===== src/rtl/mem_port_arbiter_pkg.sv =====
// Shared types for the unified memory-port arbiter: response owner, FSM state, word func3.
// Pure declarations: no latency; no backpressure.
package mem_arb_pkg;

  typedef enum logic [1:0] {
    OWN_NONE,
    OWN_IF,
    OWN_D,
    OWN_DBG
  } owner_t;

  typedef enum logic {
    ARB,
    DBG_LOCK
  } arb_state_t;

  localparam logic [2:0] FUNC3_WORD = 3'b010;

  // Bit positions in the request/grant vectors.
  localparam int REQ_IF  = 0;
  localparam int REQ_D   = 1;
  localparam int REQ_DBG = 2;

endpackage


===== src/rtl/mem_port_arbiter_if.sv =====
// Requester and memory-side bundle of the memory-port arbiter (slave = arbiter side).
// Grants are same-cycle; a requester holds req until granted, and read data returns one cycle later.
interface mem_port_arbiter_if #(
  parameter int ADDR_W = 32,
  parameter int DATA_W = 32
);

  logic              if_req;
  logic [ADDR_W-1:0] if_addr;
  logic              if_gnt;
  logic              if_rvalid;
  logic [DATA_W-1:0] if_rdata;

  logic              d_req;
  logic              d_wen;
  logic [ADDR_W-1:0] d_addr;
  logic [DATA_W-1:0] d_wdata;
  logic [2:0]        d_func3;
  logic              d_gnt;
  logic              d_rvalid;
  logic [DATA_W-1:0] d_rdata;

  logic              dbg_req;
  logic              dbg_wen;
  logic [ADDR_W-1:0] dbg_addr;
  logic [DATA_W-1:0] dbg_wdata;
  logic [2:0]        dbg_func3;
  logic              dbg_gnt;
  logic              dbg_rvalid;
  logic [DATA_W-1:0] dbg_rdata;
  logic              dbg_lock;

  logic [ADDR_W-1:0] mem_addr;
  logic              mem_wen;
  logic [DATA_W-1:0] mem_wdata;
  logic [2:0]        mem_func3;
  logic [DATA_W-1:0] mem_rd;

  modport master (
    output if_req, if_addr,
    output d_req, d_wen, d_addr, d_wdata, d_func3,
    output dbg_req, dbg_wen, dbg_addr, dbg_wdata, dbg_func3, dbg_lock,
    output mem_rd,
    input  if_gnt, if_rvalid, if_rdata,
    input  d_gnt, d_rvalid, d_rdata,
    input  dbg_gnt, dbg_rvalid, dbg_rdata,
    input  mem_addr, mem_wen, mem_wdata, mem_func3
  );

  modport slave (
    input  if_req, if_addr,
    input  d_req, d_wen, d_addr, d_wdata, d_func3,
    input  dbg_req, dbg_wen, dbg_addr, dbg_wdata, dbg_func3, dbg_lock,
    input  mem_rd,
    output if_gnt, if_rvalid, if_rdata,
    output d_gnt, d_rvalid, d_rdata,
    output dbg_gnt, dbg_rvalid, dbg_rdata,
    output mem_addr, mem_wen, mem_wdata, mem_func3
  );

endinterface


===== src/rtl/mem_port_arbiter_pick.sv =====
// Combinational one-hot grant picker: dbg > d > if, fetch promoted over d when starved, lock admits dbg only.
// Zero latency; losers simply see no grant and keep requesting.
module mem_arb_pick
  import mem_arb_pkg::*;
(
  input  logic [2:0] req,
  input  arb_state_t state,
  input  logic       starve,
  output logic [2:0] gnt
);

  always_comb begin
    gnt = 3'b000;
    if (req[REQ_DBG]) begin
      gnt[REQ_DBG] = 1'b1;
    end else if (state == ARB) begin
      if (req[REQ_IF] && (starve || !req[REQ_D])) begin
        gnt[REQ_IF] = 1'b1;
      end else if (req[REQ_D]) begin
        gnt[REQ_D] = 1'b1;
      end
    end
  end

endmodule


===== src/rtl/mem_port_arbiter.sv =====
// One-access-per-cycle arbiter for the shared memory port (fetch, load/store, debug); grant same cycle, read data +1 cycle.
// Losing requesters hold req until granted; MEM_ARB_STATS_EN adds wrapping grant/conflict counters.
module mem_port_arbiter
  import mem_arb_pkg::*;
#(
  parameter int ADDR_W       = 32,
  parameter int DATA_W       = 32,
  parameter int STARVE_LIMIT = 4
) (
  input  logic               clk,
  input  logic               rst,
  mem_port_arbiter_if.slave  bus
`ifdef MEM_ARB_STATS_EN
  ,
  output logic [15:0]        stat_if_grants,
  output logic [15:0]        stat_d_grants,
  output logic [15:0]        stat_dbg_grants,
  output logic [15:0]        stat_conflicts
`endif
);

  localparam logic [3:0] LIMIT = 4'(STARVE_LIMIT);

  arb_state_t        state;
  arb_state_t        eff_state;
  arb_state_t        state_nxt;
  logic [3:0]        starve_cnt;
  owner_t            resp_owner;
  owner_t            owner_nxt;
  logic [ADDR_W-1:0] addr_q;

  logic [2:0]        req;
  logic [2:0]        gnt;
  logic              starve;

  logic [ADDR_W-1:0] mem_addr_c;
  logic              mem_wen_c;
  logic [DATA_W-1:0] mem_wdata_c;
  logic [2:0]        mem_func3_c;

  // Requests are masked during reset so grants fall immediately with rst.
  assign req = rst ? 3'b000 : {bus.dbg_req, bus.d_req, bus.if_req};

  // Dropping dbg_lock releases the lock for this cycle's arbitration too.
  assign eff_state = ((state == DBG_LOCK) && bus.dbg_lock) ? DBG_LOCK : ARB;
  assign starve    = (starve_cnt == LIMIT);

  mem_arb_pick u_pick (
    .req    (req),
    .state  (eff_state),
    .starve (starve),
    .gnt    (gnt)
  );

  assign bus.if_gnt  = gnt[REQ_IF];
  assign bus.d_gnt   = gnt[REQ_D];
  assign bus.dbg_gnt = gnt[REQ_DBG];

  always_comb begin
    mem_addr_c  = addr_q;
    mem_wen_c   = 1'b0;
    mem_wdata_c = '0;
    mem_func3_c = FUNC3_WORD;
    owner_nxt   = OWN_NONE;
    if (gnt[REQ_DBG]) begin
      mem_addr_c  = bus.dbg_addr;
      mem_wen_c   = bus.dbg_wen;
      mem_wdata_c = bus.dbg_wdata;
      mem_func3_c = bus.dbg_func3;
      owner_nxt   = bus.dbg_wen ? OWN_NONE : OWN_DBG;
    end else if (gnt[REQ_D]) begin
      mem_addr_c  = bus.d_addr;
      mem_wen_c   = bus.d_wen;
      mem_wdata_c = bus.d_wdata;
      mem_func3_c = bus.d_func3;
      owner_nxt   = bus.d_wen ? OWN_NONE : OWN_D;
    end else if (gnt[REQ_IF]) begin
      mem_addr_c  = bus.if_addr;
      owner_nxt   = OWN_IF;
    end
  end

  assign bus.mem_addr  = mem_addr_c;
  assign bus.mem_wen   = mem_wen_c;
  assign bus.mem_wdata = mem_wdata_c;
  assign bus.mem_func3 = mem_func3_c;

  assign state_nxt = (bus.dbg_lock && ((eff_state == DBG_LOCK) || gnt[REQ_DBG])) ? DBG_LOCK : ARB;

  always_ff @(posedge clk or posedge rst) begin
    if (rst) begin
      state      <= ARB;
      starve_cnt <= 4'd0;
      resp_owner <= OWN_NONE;
      addr_q     <= '0;
    end else begin
      state      <= state_nxt;
      resp_owner <= owner_nxt;
      if (|gnt) begin
        addr_q <= mem_addr_c;
      end
      // Starvation count is frozen while debug holds the lock.
      if (eff_state == ARB) begin
        if (!bus.if_req || gnt[REQ_IF]) begin
          starve_cnt <= 4'd0;
        end else if (starve_cnt != LIMIT) begin
          starve_cnt <= starve_cnt + 4'd1;
        end
      end
    end
  end

  assign bus.if_rvalid  = (resp_owner == OWN_IF);
  assign bus.d_rvalid   = (resp_owner == OWN_D);
  assign bus.dbg_rvalid = (resp_owner == OWN_DBG);
  assign bus.if_rdata   = (resp_owner == OWN_IF)  ? bus.mem_rd : '0;
  assign bus.d_rdata    = (resp_owner == OWN_D)   ? bus.mem_rd : '0;
  assign bus.dbg_rdata  = (resp_owner == OWN_DBG) ? bus.mem_rd : '0;

`ifdef MEM_ARB_STATS_EN
  logic conflict;
  assign conflict = (req[0] & req[1]) | (req[0] & req[2]) | (req[1] & req[2]);

  always_ff @(posedge clk or posedge rst) begin
    if (rst) begin
      stat_if_grants  <= 16'd0;
      stat_d_grants   <= 16'd0;
      stat_dbg_grants <= 16'd0;
      stat_conflicts  <= 16'd0;
    end else begin
      if (gnt[REQ_IF])  stat_if_grants  <= stat_if_grants + 16'd1;
      if (gnt[REQ_D])   stat_d_grants   <= stat_d_grants + 16'd1;
      if (gnt[REQ_DBG]) stat_dbg_grants <= stat_dbg_grants + 16'd1;
      if (conflict)     stat_conflicts  <= stat_conflicts + 16'd1;
    end
  end
`endif

endmodule


===== src/flat_wrapper.sv =====
// flat-port wrapper written by rule: the top's interface ports become plain ports
module mem_port_arbiter_flat import mem_arb_pkg::*;
#(
  parameter int ADDR_W       = 32,
  parameter int DATA_W       = 32,
  parameter int STARVE_LIMIT = 4
)
  (clk, rst, bus_if_req, bus_if_addr, bus_d_req, bus_d_wen, bus_d_addr, bus_d_wdata, bus_d_func3, bus_dbg_req, bus_dbg_wen, bus_dbg_addr, bus_dbg_wdata, bus_dbg_func3, bus_dbg_lock, bus_mem_rd, bus_if_gnt, bus_if_rvalid, bus_if_rdata, bus_d_gnt, bus_d_rvalid, bus_d_rdata, bus_dbg_gnt, bus_dbg_rvalid, bus_dbg_rdata, bus_mem_addr, bus_mem_wen, bus_mem_wdata, bus_mem_func3);
  mem_port_arbiter_if #(.ADDR_W(ADDR_W), .DATA_W(DATA_W)) bus_i ();
  input  logic clk;
  input  logic rst;
  input wire logic [$bits(bus_i.if_req)-1:0] bus_if_req;
  input wire logic [$bits(bus_i.if_addr)-1:0] bus_if_addr;
  input wire logic [$bits(bus_i.d_req)-1:0] bus_d_req;
  input wire logic [$bits(bus_i.d_wen)-1:0] bus_d_wen;
  input wire logic [$bits(bus_i.d_addr)-1:0] bus_d_addr;
  input wire logic [$bits(bus_i.d_wdata)-1:0] bus_d_wdata;
  input wire logic [$bits(bus_i.d_func3)-1:0] bus_d_func3;
  input wire logic [$bits(bus_i.dbg_req)-1:0] bus_dbg_req;
  input wire logic [$bits(bus_i.dbg_wen)-1:0] bus_dbg_wen;
  input wire logic [$bits(bus_i.dbg_addr)-1:0] bus_dbg_addr;
  input wire logic [$bits(bus_i.dbg_wdata)-1:0] bus_dbg_wdata;
  input wire logic [$bits(bus_i.dbg_func3)-1:0] bus_dbg_func3;
  input wire logic [$bits(bus_i.dbg_lock)-1:0] bus_dbg_lock;
  input wire logic [$bits(bus_i.mem_rd)-1:0] bus_mem_rd;
  output wire logic [$bits(bus_i.if_gnt)-1:0] bus_if_gnt;
  output wire logic [$bits(bus_i.if_rvalid)-1:0] bus_if_rvalid;
  output wire logic [$bits(bus_i.if_rdata)-1:0] bus_if_rdata;
  output wire logic [$bits(bus_i.d_gnt)-1:0] bus_d_gnt;
  output wire logic [$bits(bus_i.d_rvalid)-1:0] bus_d_rvalid;
  output wire logic [$bits(bus_i.d_rdata)-1:0] bus_d_rdata;
  output wire logic [$bits(bus_i.dbg_gnt)-1:0] bus_dbg_gnt;
  output wire logic [$bits(bus_i.dbg_rvalid)-1:0] bus_dbg_rvalid;
  output wire logic [$bits(bus_i.dbg_rdata)-1:0] bus_dbg_rdata;
  output wire logic [$bits(bus_i.mem_addr)-1:0] bus_mem_addr;
  output wire logic [$bits(bus_i.mem_wen)-1:0] bus_mem_wen;
  output wire logic [$bits(bus_i.mem_wdata)-1:0] bus_mem_wdata;
  output wire logic [$bits(bus_i.mem_func3)-1:0] bus_mem_func3;
  assign bus_i.if_req = bus_if_req;
  assign bus_i.if_addr = bus_if_addr;
  assign bus_i.d_req = bus_d_req;
  assign bus_i.d_wen = bus_d_wen;
  assign bus_i.d_addr = bus_d_addr;
  assign bus_i.d_wdata = bus_d_wdata;
  assign bus_i.d_func3 = bus_d_func3;
  assign bus_i.dbg_req = bus_dbg_req;
  assign bus_i.dbg_wen = bus_dbg_wen;
  assign bus_i.dbg_addr = bus_dbg_addr;
  assign bus_i.dbg_wdata = bus_dbg_wdata;
  assign bus_i.dbg_func3 = bus_dbg_func3;
  assign bus_i.dbg_lock = bus_dbg_lock;
  assign bus_i.mem_rd = bus_mem_rd;
  assign bus_if_gnt = bus_i.if_gnt;
  assign bus_if_rvalid = bus_i.if_rvalid;
  assign bus_if_rdata = bus_i.if_rdata;
  assign bus_d_gnt = bus_i.d_gnt;
  assign bus_d_rvalid = bus_i.d_rvalid;
  assign bus_d_rdata = bus_i.d_rdata;
  assign bus_dbg_gnt = bus_i.dbg_gnt;
  assign bus_dbg_rvalid = bus_i.dbg_rvalid;
  assign bus_dbg_rdata = bus_i.dbg_rdata;
  assign bus_mem_addr = bus_i.mem_addr;
  assign bus_mem_wen = bus_i.mem_wen;
  assign bus_mem_wdata = bus_i.mem_wdata;
  assign bus_mem_func3 = bus_i.mem_func3;
  mem_port_arbiter #(.ADDR_W(ADDR_W), .DATA_W(DATA_W), .STARVE_LIMIT(STARVE_LIMIT)) u_core (.clk(clk), .rst(rst), .bus(bus_i));
endmodule

===== config.mk =====
export PLATFORM = sky130hd
export DESIGN_NAME = mem_port_arbiter_flat
export DESIGN_NICKNAME = d
export VERILOG_FILES = /design/src/rtl/mem_port_arbiter_pkg.sv /design/src/rtl/mem_port_arbiter_if.sv /design/src/rtl/mem_port_arbiter_pick.sv /design/src/rtl/mem_port_arbiter.sv /design/src/flat_wrapper.sv
export SDC_FILE = /design/constraint.sdc
export NUM_CORES = 1
export LEC_CHECK = 0
export CELL_PAD_IN_SITES_DETAIL_PLACEMENT = 0
export CELL_PAD_IN_SITES_GLOBAL_PLACEMENT = 1
export CORE_ASPECT_RATIO = 0.5
export CORE_MARGIN = 4
export CORE_UTILIZATION = 16
export DETAILED_ROUTE_END_ITERATION = 8
export MAX_ROUTING_LAYER = met4
export PLACE_DENSITY = 0.85
export SLEW_MARGIN = 20
export SYNTH_ARGS = -nofsm -noshare
export SYNTH_HDL_FRONTEND = slang
export SYNTH_HIERARCHICAL = 1
export SYNTH_SLANG_ARGS = --single-unit

===== constraint.sdc =====
create_clock -name clk -period 1.8 [get_ports clk]
set_input_delay 0.18 -clock clk [delete_from_list [all_inputs] [get_ports clk]]
set_output_delay 0.18 -clock clk [all_outputs]
set_load 0.01 [all_outputs]

* Word level (Yosys, flattened, before mapping)
Cells that the tools add are included. Widths: inputs -> output; s select.
Word-level totals: flip-flop bits (word level) 39, input port bits 206, output and inout port bits 170, logic and storage cells 50
Cells by class: add/subtract/negate cells 1, equality and inequality tests 5, mux-type cells 28, bitwise operators 1, reduce and logical (&&, ||, !) cells 11
Operators by type and width (number):
- $mux 32 | 8
- $mux 2 | 6
- $mux 1 | 9
- $mux 3 | 3
- $mux 4 | 2
- $add 4x1->4 const B | 1
- $eq 2x2->1 const B | 2
- $eq 4x3->1 const B | 1
- $ne 4x3->1 const B | 1
- $logic_and 1x1->1 | 3
- $logic_or 1x1->1 | 3
- $reduce_or 3->1 | 1
- $eq 2x1->1 const B | 1
- $logic_not 1->1 | 2
- $reduce_and 2->1 | 1
- $reduce_bool 2->1 | 1
- $not 1->1 | 1

* Logic depth before layout (Yosys ltp)
depth in word-level cells 10, depth in mapped cells 11, mapped depth without buffers 8

* Modules after synthesis
The synthesis kept the hierarchy.
Modules (own cells, without submodules):
- mem_port_arbiter | instances 1, cells each 387, area an instance 3372.0 sq um, sequential area each 975.9 sq um
- mem_arb_pick | instances 1, cells each 6, area an instance 33.8 sq um, sequential area each 0.0 sq um

* Worst setup path after synthesis
No wires, ideal clock.
path kind reg2out, start register u_core.starve_cnt[0], end output bus_mem_addr[24], data arrival time 1.992 ns, required time 1.620 ns, slack -0.372 ns, cell stages (with the launch flop) 11, path buffers 2, path through dfrtp_1 -> inv_1 -> ha_1 -> and3b_1 -> nand2b_1 -> and3_1 -> buf_6 -> nor3_4 -> buf_6 -> a22oi_1 -> o21ai_0
Between the ends: word-level cells in the longest chain between the ends 9, elaborated cells on any way between the ends 10, those cells by class eq/ne: 1; mux: 7; reduce/logical: 2
Ends and longest elaborated chain:
- start, declared | RTL line mem_port_arbiter.sv:27 | logic [3:0] starve_cnt;
- start signal, assigned | RTL line mem_port_arbiter.sv:107 | starve_cnt <= starve_cnt + 4'd1;
- $eq 4x3->1 | RTL line mem_port_arbiter.sv:46 | assign starve = (starve_cnt == LIMIT);
- named net u_core.starve | RTL line mem_port_arbiter.sv:34 | logic starve;
- $logic_or 1x1->1 | RTL line mem_port_arbiter_pick.sv:17 | if (req[REQ_IF] && (starve || !req[REQ_D])) begin
- $logic_and 1x1->1 | RTL line mem_port_arbiter_pick.sv:17
- $mux 1 | RTL line mem_port_arbiter_pick.sv:17
- $mux 2 | RTL line mem_port_arbiter_pick.sv:16 | end else if (state == ARB) begin
- $mux 2 | RTL line mem_port_arbiter_pick.sv:14 | if (req[REQ_DBG]) begin
- named net bus_if_gnt | RTL line flat_wrapper.sv:26 | output wire logic [$bits(bus_i.if_gnt)-1:0] bus_if_gnt;
- $mux 32 | RTL line mem_port_arbiter.sv:77 | end else if (gnt[REQ_IF]) begin
- $mux 32 | RTL line mem_port_arbiter.sv:71 | end else if (gnt[REQ_D]) begin
- $mux 32 | RTL line mem_port_arbiter.sv:65 | if (gnt[REQ_DBG]) begin
- end, declared | RTL line flat_wrapper.sv:35 | output wire logic [$bits(bus_i.mem_addr)-1:0] bus_mem_addr;
The timed path passes the listed nets, and every way through them passes these cells.

* Final worst setup path
start register u_core.starve_cnt[1], end output bus_mem_addr[25]
Between the ends: word-level cells in the longest chain between the ends 9, elaborated cells on any way between the ends 10, those cells by class eq/ne: 1; mux: 7; reduce/logical: 2
Ends and longest elaborated chain (RTL line):
- $eq 4x3->1 (*) | mem_port_arbiter.sv:46
- named net u_core.starve | mem_port_arbiter.sv:34
- $logic_or 1x1->1 (*) | mem_port_arbiter_pick.sv:17
- $logic_and 1x1->1 (*) | mem_port_arbiter_pick.sv:17
- $mux 1 | mem_port_arbiter_pick.sv:17
- $mux 2 (*) | mem_port_arbiter_pick.sv:16
- $mux 2 (*) | mem_port_arbiter_pick.sv:14
- $mux 32 | mem_port_arbiter.sv:77
- $mux 32 (*) | mem_port_arbiter.sv:71
- $mux 32 (*) | mem_port_arbiter.sv:65
Mark *: on every way through the listed nets, which the timed path passes. The rest lies on a longest branch.

==> metrics <==
status complete, but fails checks; met3 routed WL 1.192 mm; setup ws final -0.7814 ns; Placed Area 7712 µm²; fraction of layout cells with a size suffix above 1 0.4630; fin nets 1,032; Min Hold Slack 0.2428 ns; Post-Syn Nets 601; FF-to-FF End u_core/starve_cnt[0]; grt ovf 0; Vias 4,862; worst-margin pin slew 0.3646 ns; sequential power share 0.233; post-route cell area 8781 µm²; number of enable flip-flop cells after synthesis 0; Post-DRT Antenna Nets 0; post-synthesis register bit count 39; clock sinks 39; Final Wtd Congestion 0.9211; DR top layer met4; worst-path maximum fanout 7; Seq/Total Area, Yosys 0.2866; Fin. Hold Viols 0; Slew headroom 0.7551; Initial Util 0.1642; Logic pwr share 0.508; P_int 3.145 mW; P&R area growth vs syn 157.8%; crit start category flop; clock latency on the worst-skew pair 0.29 ns; Max H-tree Level 2; Final period util 1.434; die span in y 111.2 µm; Num CTS Buffers 5; routed wl met2 11.85 mm; Vias per Instance 4.416; switching power 1.422 mW; VDD IR max 382.8 µV; FP Rows 37; Post-Syn Area 3406 µm²; initial antenna violation count 3; Max Clock Freq 0.3874 GHz; r2r startpoint u_core/starve_cnt[1]; P per Cell Area 520.2 nW/µm²; Worst-path clk slew 0.06 ns; clock share of power 0.259; worst path required time 1.62 ns; RSZ-0062 raised after global routing yes; TritonCTS clock tree built; initial DRC count 244; max-cap viol count 0; # setup viols final 125; violated checks setup timing; asr flop ratio synth 1.000; crit path kind flop to primary output; io pins 376; vias in the first global route 4,965; Global Route Usage Sum 0.1821; FF-to-FF setup slack -0.40 ns; Synth cell types 29; clk buf depth 2; drt pass-1 iters 4; Port Buffers 375; Critical Path AT 2.40 ns; Crit. End Element primary output; CTS root buf clkbuf_16; Setup Skew 0.01012 ns; die area 23,830 µm²; leakage power 4.037 nW; Avg Synthesized Cell Area 8.666 µm²; largest net degree at the start of global routing 70; CORE AREA 20,740 µm²; Die Width 214.3 µm; first-pass GRT wire length 32.51 mm; worst reg-to-reg path cell count 11; # DRC 0; Net Sw Frac 0.3114; wire length on met1 9.148 mm; Post-DP HPWL 16.30 mm; fin. max-slew vios 0; Tmin final 2.581 ns; Top FF cell, synth dfrtp_1; WL final 22.75 mm; cell count after synthesis 393; Worst Hold Class input pin to asynchronous set/reset pin; routed length per instance 20.67 µm; yosys warns 6
-- layout make-up --
cell class                      count  area (µm²)
Antenna cell                        3       7.507
Clock buffer                        5       125.1
Clock inverter                      3       67.56
Fill cell                        2047       11960
Inverter                            6       22.52
Multi-Input combinational cell    306        2656
Sequential cell                    39       975.9
Tap cell                          273       341.6
Timing Repair Buffer              466        4584
-- cell usage in the layout, fill, tap and decap left out, types with 33 or more instances in the layout --
cell,n
clkdlybuf4s50_1,206
and3_1,33
dlygate4sd2_1,33
buf_4,34
dfrtp_1,39
a22o_1,34
buf_6,79
and2_4,45
a22oi_2,52
o21ai_1,42
buf_2,75
-- cells by family after synthesis --
kind of cell | Yosys count | synth area share
AOI/OAI and AO/OA | 163 | 0.3567
and+or+nand+nor | 130 | 0.2329
muxes | 11 | 0.03453
DFF | 39 | 0.2866
buffers and inverters | 48 | 0.08192
adders and majority gates | 2 | 0.007346
-- sequential cells by signal, indices dropped and copies added, names as in the netlist --
name,flops
u_core/addr_q,32
u_core/starve_cnt,4
u_core/resp_owner,2
u_core/state,1
-- critical path: stages (launching register included) --
cell,delay [ns]
dfrtp_1,0.39
inv_2,0.08
ha_4,0.13
and3b_2,0.20
nand2b_4,0.12
and3_4,0.19
buf_6,0.10
nor3_4,0.04
buf_12,0.13
buf_12,0.13
buf_6,0.12
buf_6,0.10
a22oi_2,0.17
o21ai_2,0.07
buf_2,0.14
-- timing repair --
item	CTS	global route
setup buffers	40	25
hold buffers	0	0
gates cloned	9	2
pin swaps	5	23
setup endpoints to repair	203	172
resized for setup	541	291
-- cell usage after synthesis, types with 6 or more instances --
cell	n	share of area
a22oi_1	30	0.066
and2_1	65	0.12
a22o_1	36	0.093
nand2_1	11	0.012
clkbuf_1	16	0.018
inv_1	6	0.0066
mux2_2	6	0.020
a22oi_2	24	0.088
dfrtp_1	39	0.29
o21ai_0	64	0.094
buf_2	13	0.019
and3_1	35	0.064
buf_4	6	0.013
-- stage by stage --
stage          instances  setup WS, ns  utilization  power [mW]  setup TNS [ns]
2_1_floorplan        393       -0.2226            -       1.825          -15.18
3_3_place_gp        1033       -0.8500       0.3719       3.019          -63.47
3_5_place_dp        1033       -0.9095       0.3719       3.041          -67.11
4_1_cts             1090       -0.8240       0.4034       4.497          -59.16
5_1_grt             1101       -0.8732       0.4234       4.808          -60.91
6_report            1101       -0.7814       0.4234       4.567          -49.34
-- power by group through the flow --
stage          combinational, mW  sequential [mW]  clock, mW
2_1_floorplan              0.765             1.06          0
4_1_cts                     2.20             1.06       1.23
3_3_place_gp                1.96             1.06          0
3_5_place_dp                1.97             1.07          0
5_1_grt                     2.47             1.08       1.26
6_report                    2.32             1.06       1.18
-- worst max path at each step --
stage	startpoint	end	slack (ns)	cells after the start
floorplan	u_core/starve_cnt[0]	bus_mem_addr[10]	-0.22	11
global placement	rst	bus_mem_addr[18]	-0.85	9
detailed placement	rst	bus_mem_addr[1]	-0.91	9
CTS	u_core/starve_cnt[0]	bus_mem_addr[25]	-0.82	14
global route	u_core/starve_cnt[1]	bus_mem_addr[25]	-0.87	14
finish	u_core/starve_cnt[1]	bus_mem_addr[25]	-0.78	14
-- per-layer routing --
layer	GRT usage	vias to the layer above
met5	-	-
met4	0.05481	0
met3	0.02766	36
met2	0.3135	160
met1	0.2220	2329
li1	-	2337
Note: power is estimated with default switching activity, not from simulation.
